==> src/rtl/led_game_pkg.sv <==
// Shared types and helpers for the LED game: switch count, capture FSM states
// and the one-hot decoding used here and by the status/scoring block.
package led_game_pkg;

   localparam int SWITCH_COUNT = 10;

   typedef enum logic [1:0] {
      ST_IDLE         = 2'd0,
      ST_HELD         = 2'd1,
      ST_WAIT_RELEASE = 2'd2
   } capture_state_t;

   // Binary position of the set bit; a zero vector decodes to 0.
   function automatic logic [3:0] onehotToIndex(input logic [15:0] i_vec);
      logic [3:0] idx;
      idx = '0;
      for (int b = 0; b < 16; b++) begin
         if (i_vec[b]) idx = idx | 4'(b);
      end
      return idx;
   endfunction

   function automatic logic isOneHot(input logic [15:0] i_vec);
      return (i_vec != '0) && ((i_vec & (i_vec - 16'd1)) == '0);
   endfunction

endpackage

==> src/rtl/debounce_bit.sv <==
// One switch: two-flop synchroniser feeding a tick-sampled counter that only
// accepts a new level after STABLE_SAMPLES consecutive differing samples.
module debounce_bit #(
   parameter int STABLE_SAMPLES = 4,
   parameter int CNT_W          = (STABLE_SAMPLES > 1) ? $clog2(STABLE_SAMPLES) : 1
) (
   input  logic clock,
   input  logic reset,
   input  logic i_raw,
   input  logic i_tick,
   output logic o_level
);

   localparam logic [CNT_W-1:0] CNT_LAST = CNT_W'(STABLE_SAMPLES - 1);

   logic             r_syncMeta;
   logic             r_sync;
   logic             r_level;
   logic [CNT_W-1:0] r_cnt;

   // Any sample matching the current level restarts the stability window.
   always_ff @(posedge clock) begin
      if (reset) begin
         r_syncMeta <= 1'b0;
         r_sync     <= 1'b0;
         r_level    <= 1'b0;
         r_cnt      <= '0;
      end else begin
         r_syncMeta <= i_raw;
         r_sync     <= r_syncMeta;
         if (i_tick) begin
            if (r_sync == r_level) begin
               r_cnt <= '0;
            end else if (r_cnt == CNT_LAST) begin
               r_level <= ~r_level;
               r_cnt   <= '0;
            end else begin
               r_cnt <= r_cnt + CNT_W'(1);
            end
         end
      end
   end

   assign o_level = r_level;

endmodule

==> src/rtl/switch_conditioner.sv <==
// Raw slide switches in, clean debounced levels plus a single latched one-hot
// press (held until cleared) out; simultaneous multi-switch presses are rejected.
module switch_conditioner
   import led_game_pkg::*;
#(
   parameter int WIDTH          = SWITCH_COUNT,
   parameter int TICK_DIV       = 50000,
   parameter int STABLE_SAMPLES = 4
) (
   input  logic             clock,
   input  logic             reset,
   input  logic [WIDTH-1:0] switch_raw,
   input  logic             clear,
   output logic [WIDTH-1:0] switch_out,
   output logic             press_valid,
   output logic [WIDTH-1:0] press_vec,
   output logic [3:0]       press_index,
   output logic             multi_err
);

   localparam int PRE_W = $clog2(TICK_DIV);
   localparam int CNT_W = $clog2(STABLE_SAMPLES);

   logic [PRE_W-1:0] r_prescale;
   logic             w_tick;
   logic [WIDTH-1:0] w_level;
   logic [WIDTH-1:0] r_prev;
   logic [WIDTH-1:0] w_rise;
   logic [15:0]      w_riseExt;
   capture_state_t   r_state;

   assign w_tick = (r_prescale == PRE_W'(TICK_DIV - 1));

   always_ff @(posedge clock) begin
      if (reset) begin
         r_prescale <= '0;
      end else if (w_tick) begin
         r_prescale <= '0;
      end else begin
         r_prescale <= r_prescale + PRE_W'(1);
      end
   end

   for (genvar g = 0; g < WIDTH; g++) begin : g_bit
      debounce_bit #(
         .STABLE_SAMPLES(STABLE_SAMPLES),
         .CNT_W         (CNT_W)
      ) u_bit (
         .clock  (clock),
         .reset  (reset),
         .i_raw  (switch_raw[g]),
         .i_tick (w_tick),
         .o_level(w_level[g])
      );
   end

   assign switch_out = w_level;
   assign w_rise     = switch_out & ~r_prev;
   assign w_riseExt  = 16'(w_rise);

   // Clear has priority in HELD, so a rise arriving with it is lost and the
   // player has to release and press again.
   always_ff @(posedge clock) begin
      if (reset) begin
         r_prev      <= '0;
         r_state     <= ST_IDLE;
         press_valid <= 1'b0;
         press_vec   <= '0;
         press_index <= '0;
         multi_err   <= 1'b0;
      end else begin
         r_prev      <= switch_out;
         press_valid <= 1'b0;
         case (r_state)
            ST_IDLE: begin
               if (w_rise != '0) begin
                  if (isOneHot(w_riseExt)) begin
                     press_vec   <= w_rise;
                     press_index <= onehotToIndex(w_riseExt);
                     press_valid <= 1'b1;
                     r_state     <= ST_HELD;
                  end else begin
                     multi_err <= 1'b1;
                     r_state   <= ST_WAIT_RELEASE;
                  end
               end
            end
            ST_HELD: begin
               if (clear) begin
                  press_vec   <= '0;
                  press_index <= '0;
                  r_state     <= ST_WAIT_RELEASE;
               end
            end
            ST_WAIT_RELEASE: begin
               if (switch_out == '0) begin
                  multi_err <= 1'b0;
                  r_state   <= ST_IDLE;
               end
            end
            default: r_state <= ST_IDLE;
         endcase
      end
   end

endmodule
==> config.mk <==
export PLATFORM = sky130hd
export DESIGN_NAME = switch_conditioner
export DESIGN_NICKNAME = d
export VERILOG_FILES = /design/src/rtl/led_game_pkg.sv /design/src/rtl/debounce_bit.sv /design/src/rtl/switch_conditioner.sv
export SDC_FILE = /design/constraint.sdc
export NUM_CORES = 1
export LEC_CHECK = 0
export CAP_MARGIN = 20
export CORE_ASPECT_RATIO = 0.8
export CORE_MARGIN = 2
export CORE_UTILIZATION = 54
export CTS_CLUSTER_DIAMETER = 50
export DETAILED_ROUTE_END_ITERATION = 10
export DONT_BUFFER_PORTS = 1
export PLACE_DENSITY = 0.69
export SLEW_MARGIN = 20
export SYNTH_ARGS = -nofsm -noshare
export SYNTH_HDL_FRONTEND = slang
export SYNTH_HIERARCHICAL = 1
export SYNTH_SLANG_ARGS = --single-unit
==> constraint.sdc <==
create_clock -name clock -period 8.6 [get_ports clock]
set_clock_uncertainty 0.15 [all_clocks]
set_input_delay 0.86 -clock clock [delete_from_list [all_inputs] [get_ports clock]]
set_output_delay 0.86 -clock clock [all_outputs]
set_load 0.02 [all_outputs]
* Word level (Yosys, flattened, before mapping)
Cells that the tools add are included.
** Storage, ports and cells
- Bits in registers :: 94
- Bits of input ports :: 13
- Output and inout bits :: 26
- Word-level logic and storage cells :: 182
** Operators by class
- Add/sub/neg operators :: 12
- Equal/unequal tests :: 28
- Muxes and demuxes :: 47
- Bitwise logic cells :: 25
- Reductions and logical operators :: 23
** Operator list (count)
- 2-bit two-way mux :: 26
- 3-bit AND reduction :: 11
- 10-bit two-way mux :: 3
- 2-bit equality test (second input constant) :: 11
- 1-bit NOT :: 22
- 2-bit by 1-bit adder with 2-bit output (second input constant) :: 10
- 4-bit two-way mux :: 5
- 10-bit one-hot mux with 2 select lines :: 1
- 16-bit by 1-bit adder with 16-bit output (second input constant) :: 1
- 10-bit by 16-bit AND with 16-bit output :: 1
- 16-bit equality test (second input constant) :: 1
- 16-bit zero test :: 1
- 16-bit nonzero test :: 1
- 3-bit two-way mux :: 4
- 10-bit by 1-bit subtractor with 11-bit output (second input constant) :: 1
- 10-bit AND :: 1
- 1-bit equality test :: 10
- 10-bit zero test :: 1
- 2-bit != test (second input constant) :: 5
- 10-bit NOT :: 1
- 10-bit nonzero test :: 1
- 4-bit one-hot mux with 2 select lines :: 1
- 4-bit AND reduction :: 2
- 2-bit one-hot mux with 3 select lines :: 1
- other kinds (8) :: 13

* Logic depth before layout (Yosys ltp)
- Depth after elaboration :: 14
- Gate-level depth with buffers :: 8
- Depth with buffers taken out :: 7

* Hierarchy
Netlist, hierarchy kept.
** Modules (own cells, without submodules)
- switch_conditioner :: instances 1, cells an instance 265, area an instance 2232.1 um2, seq. area each 880.8 um2
- debounce_bit :: instances 10, cells an instance 18, area an instance 196.4 um2, seq. area each 100.1 um2

* Worst setup path before layout
No wires, ideal clock.
- Path kind :: register to register
- Start point :: register r_prescale[12]
- End point :: register g_bit[0].u_bit.r_cnt[0]
- Setup time :: 93 ps
- Arrival time :: 2992 ps
- Data required time :: 8357 ps
- Slack :: 5365 ps
- Cell stages (with the launch flop) :: 5
- Buffers on the path :: 0
- Clock period less this slack :: 3235 ps
- Path through :: dfxtp_1 -> or4b_1 -> nor3_2 -> or4b_1 -> o32ai_1
** Between the ends
- Cells in the longest elaborated chain, start to end :: 1
** RTL lines
- from (decl) :: RTL line switch_conditioner.sv:24 : logic [PRE_W-1:0] r_prescale;
- from (signal assigned) :: RTL line switch_conditioner.sv:40 : r_prescale <= r_prescale + PRE_W'(1);
- 16-bit equality test :: RTL line switch_conditioner.sv:32 : assign w_tick = (r_prescale == PRE_W'(TICK_DIV - 1));
- named net w_tick :: RTL line switch_conditioner.sv:25 : logic w_tick;
- to (signal assigned) :: RTL line debounce_bit.sv:38 : r_cnt <= r_cnt + CNT_W'(1);
- to (decl) :: RTL line debounce_bit.sv:19 : logic [CNT_W-1:0] r_cnt;
The timed path passes the listed nets, and every way through them passes these cells.
A chain may end at the register's enable or synchronous reset.

* Worst setup path in the final report
- Start point :: register g_bit[6].u_bit.r_level
- End point :: register press_index[2]
** Between the ends
- Cells in the longest elaborated chain, start to end :: 8
- Elaborated cells on any way between the ends :: 17
- Classes of those cells :: 1 x add/sub; 2 x eq/ne; 7 x mux; 2 x bitwise; 5 x reduce/logical
** RTL lines
- from (decl) :: RTL line debounce_bit.sv:18 : logic r_level;
- from (signal assigned) :: RTL line debounce_bit.sv:35 : r_level <= ~r_level;
- 10-bit AND * :: RTL line switch_conditioner.sv:58 : assign w_rise = switch_out & ~r_prev;
- branches (longest 7 deep; another with 10-bit by 1-bit subtractor with 11-bit output)
- to (signal assigned) :: RTL line switch_conditioner.sv:79 : press_index <= onehotToIndex(w_riseExt);
- to (decl) :: RTL line switch_conditioner.sv:17 : output logic [3:0] press_index,
Every way passes the cells marked *. The select of a mux whose other input is x is not followed.

==> impl_metrics.ini <==
[clock_tree]
cts_hold_buf = 0
ctsResizeCount = 0
cts_max_level = 3
cts_made_buffers = 9
ctsRootBufferMaster = clkbuf_8
post_cts_buffers = 0
clk_pin_slew_ns = 0.09
clock_latency_ns = 0.35
clkSinkCount = 94
clockBufferDepth = 2
cts_tree = done

[worst_setup_path]
arrival_ns = 2.86
crit_fanout = 15
start_kind = register
end_kind = register
worstPathRequired_ns = 8.67
critPathKind = register to register

[global_route]
grt_usage_pct = 19.79
grt_pass1_wl_mm = 13.79
grt_pass1_vias = 2952
grt_max_degree = 114
gr-total-overflow = 0
antenna_found_initial = 0

[pwr]
report.power.total_mw = 0.7024
power_density_nw_per_um2 = 158.7
vdd_drop_max_v = 0.00009656
p_leak_nw = 1.581

[cells_and_area]
final_util_pct = 59.32
layout-drive-gt1-share_pct = 12.72
n_fill_cell = 699
syn_to_final_growth_pct = 5.486
nNetsFinal = 467
antennaDiodeCount = 0
fin_cells = 553

[logic_synthesis]
syn_inst = 445
yosys_warnings = 6
synth_top_area_cell = dfxtp_1
synth_top_flop_cell = dfxtp_1
synth_common_cells = dfxtp_1 (94), nor2_1 (43), nand2_1 (38), nor2b_1 (33), nand3_1 (20)
ys_types = 47
syn_area_sq_um = 4197
synthMostInstantiatedCell = dfxtp_1
seq_area_frac_synth_pct = 44.84
synth_edf_count = 0
synth_area_per_cell_sq_um = 9.430
syn_nets = 469
synth_top_area_share_pct = 44.84
synth_seq_cells = 94
ys_async_sr_fraction_pct = 0
synth.area.top_cells = dfxtp_1 (45%), nor2b_1 (4.9%), nor2_1 (3.8%), nand2_1 (3.4%), ha_1 (3.3%)

[place]
placed_cells = 537
gp_congestion = 0.8370
dp_slack_ns = 5.837
dp_hpwl_mm = 5.221
portBuffers = 0

[timing]
setup_ws_ns = 5.806
slew_violations = 0
finalSetupTns_ns = 0
hold_violations = 0
slew_headroom_pct = 29.58
finalSetupViolCount = 0
rsz0062_at_grt = false
fmax_ghz = 0.3579
fin_crit_sh_pct = 32.49
max_slew.worst_pin.slew_ns = 1.048
finalCriticalPeriod_ns = 2.794

[flow_run]
cap_viol_max_count = 0

[outcome]
status = completed

[floorplanning]
fp-row-count = 28
dieArea_sq_um = 8497
core_area_sq_um = 7462
die_h_microns = 82.85
start_util_pct = 56.24
pin_count = 39
die_w_microns = 102.6

[route]
drtIter0Drc = 66
vias_per_cell = 5.512
vias = 3048
wl_per_cell_microns = 13.91
first_pass_iters = 4
drc = 0
ant_nets = 0
wl_mm = 7.694

[min_path]
min_path_type = register to register
-- where the power goes --
group | switching, mW | internal [mW]
clock | 0.143 | 0.106
sequential | 0.00242 | 0.440
combinational | 0.00517 | 0.00595
-- through the flow --
| stage | area (sq um) | hold slack (ns) |
|---|---|---|
| after floorplan | 4197 | 0.2638 |
| after detailed placement | 4262 | 0.2745 |
| after CTS | 4422 | 0.2959 |
| after global placement | 4262 | 0.2669 |
| final | 4427 | 0.2843 |
| after global routing | 4427 | 0.3074 |
-- worst max-delay path, cell delays in order (launching register included) --
cell	delay, ns
dfxtp_1	0.44
nor2b_2	0.26
nor3_4	0.25
a21oi_1	0.10
nor3_1	0.85
and3_4	0.48
o21ai_0	0.13
-- metal layers --
layer,global-route usage [%],vias to the layer above,share of wire [%]
met5,0,-,0
met4,6.182,0,1.1
met3,4.966,8,3.8
met2,29.35,42,46
met1,28.24,1419,49
li1,-,1579,-
-- sequential cells by signal (all words and copies together), names as in the netlist --
register,count
g_bit.u_bit/r_syncMeta,10
press_valid,1
r_prescale,16
r_state,2
press_index,4
g_bit.u_bit/o_level,10
g_bit.u_bit/r_sync,10
multi_err,1
r_prev,10
press_vec,10
g_bit.u_bit/r_cnt,20
-- placed cells by master, fill, tap and decap left out, types with 4 or more instances in the layout --
master	instances
or3b_2	10
o31ai_1	10
and3_1	4
xor2_1	9
ha_1	11
a21bo_2	10
a41oi_1	9
inv_1	14
xnor2_1	15
nand3b_1	14
a31oi_1	7
nand4_1	5
nand2_1	38
nand3_1	20
or4b_1	11
nor2_1	43
dfxtp_1	94
nor2b_1	33
clkbuf_1	4
o21ai_2	10
clkbuf_8	9
a21oi_1	11
o32ai_1	10
o21ai_0	6
nor3_1	7
-- logic make-up (layout without fill, tap and decap cells) --
logic type	Yosys count	after routing	share of synthesized area, %
adder cells (fa/ha/maj)	11	11	3.280
AND/OR/NAND/NOR	209	209	29.10
buffers and inverters	28	31	3.160
XOR/XNOR	24	24	5.009
AO/OA/AOI/OAI	79	79	14.61
flip-flops	94	94	44.84
-- layout make-up --
cell class              count  area (sq um)  area share, %
inverters                  14         52.55          1.187
multi-input cells         323          2193          49.55
clock inverters             3         21.27         0.4805
repair buffers              1         7.507         0.1696
flip-flops and latches     94          1882          42.51
well taps                 105         131.4          2.968
clock buffers              13         138.9          3.137
-- worst paths after layout --
path                             start                    end  slack [ns]  cells past startpoint
max             g_bit[6].u_bit/o_level         press_index[2]        5.81                      6
min          g_bit[7].u_bit/r_syncMeta  g_bit[7].u_bit/r_sync        0.28                      1
max reg2reg     g_bit[6].u_bit/o_level         press_index[2]        5.81                      6
min reg2reg  g_bit[7].u_bit/r_syncMeta  g_bit[7].u_bit/r_sync        0.28                      1
Note: power is estimated with default switching activity, not from simulation.
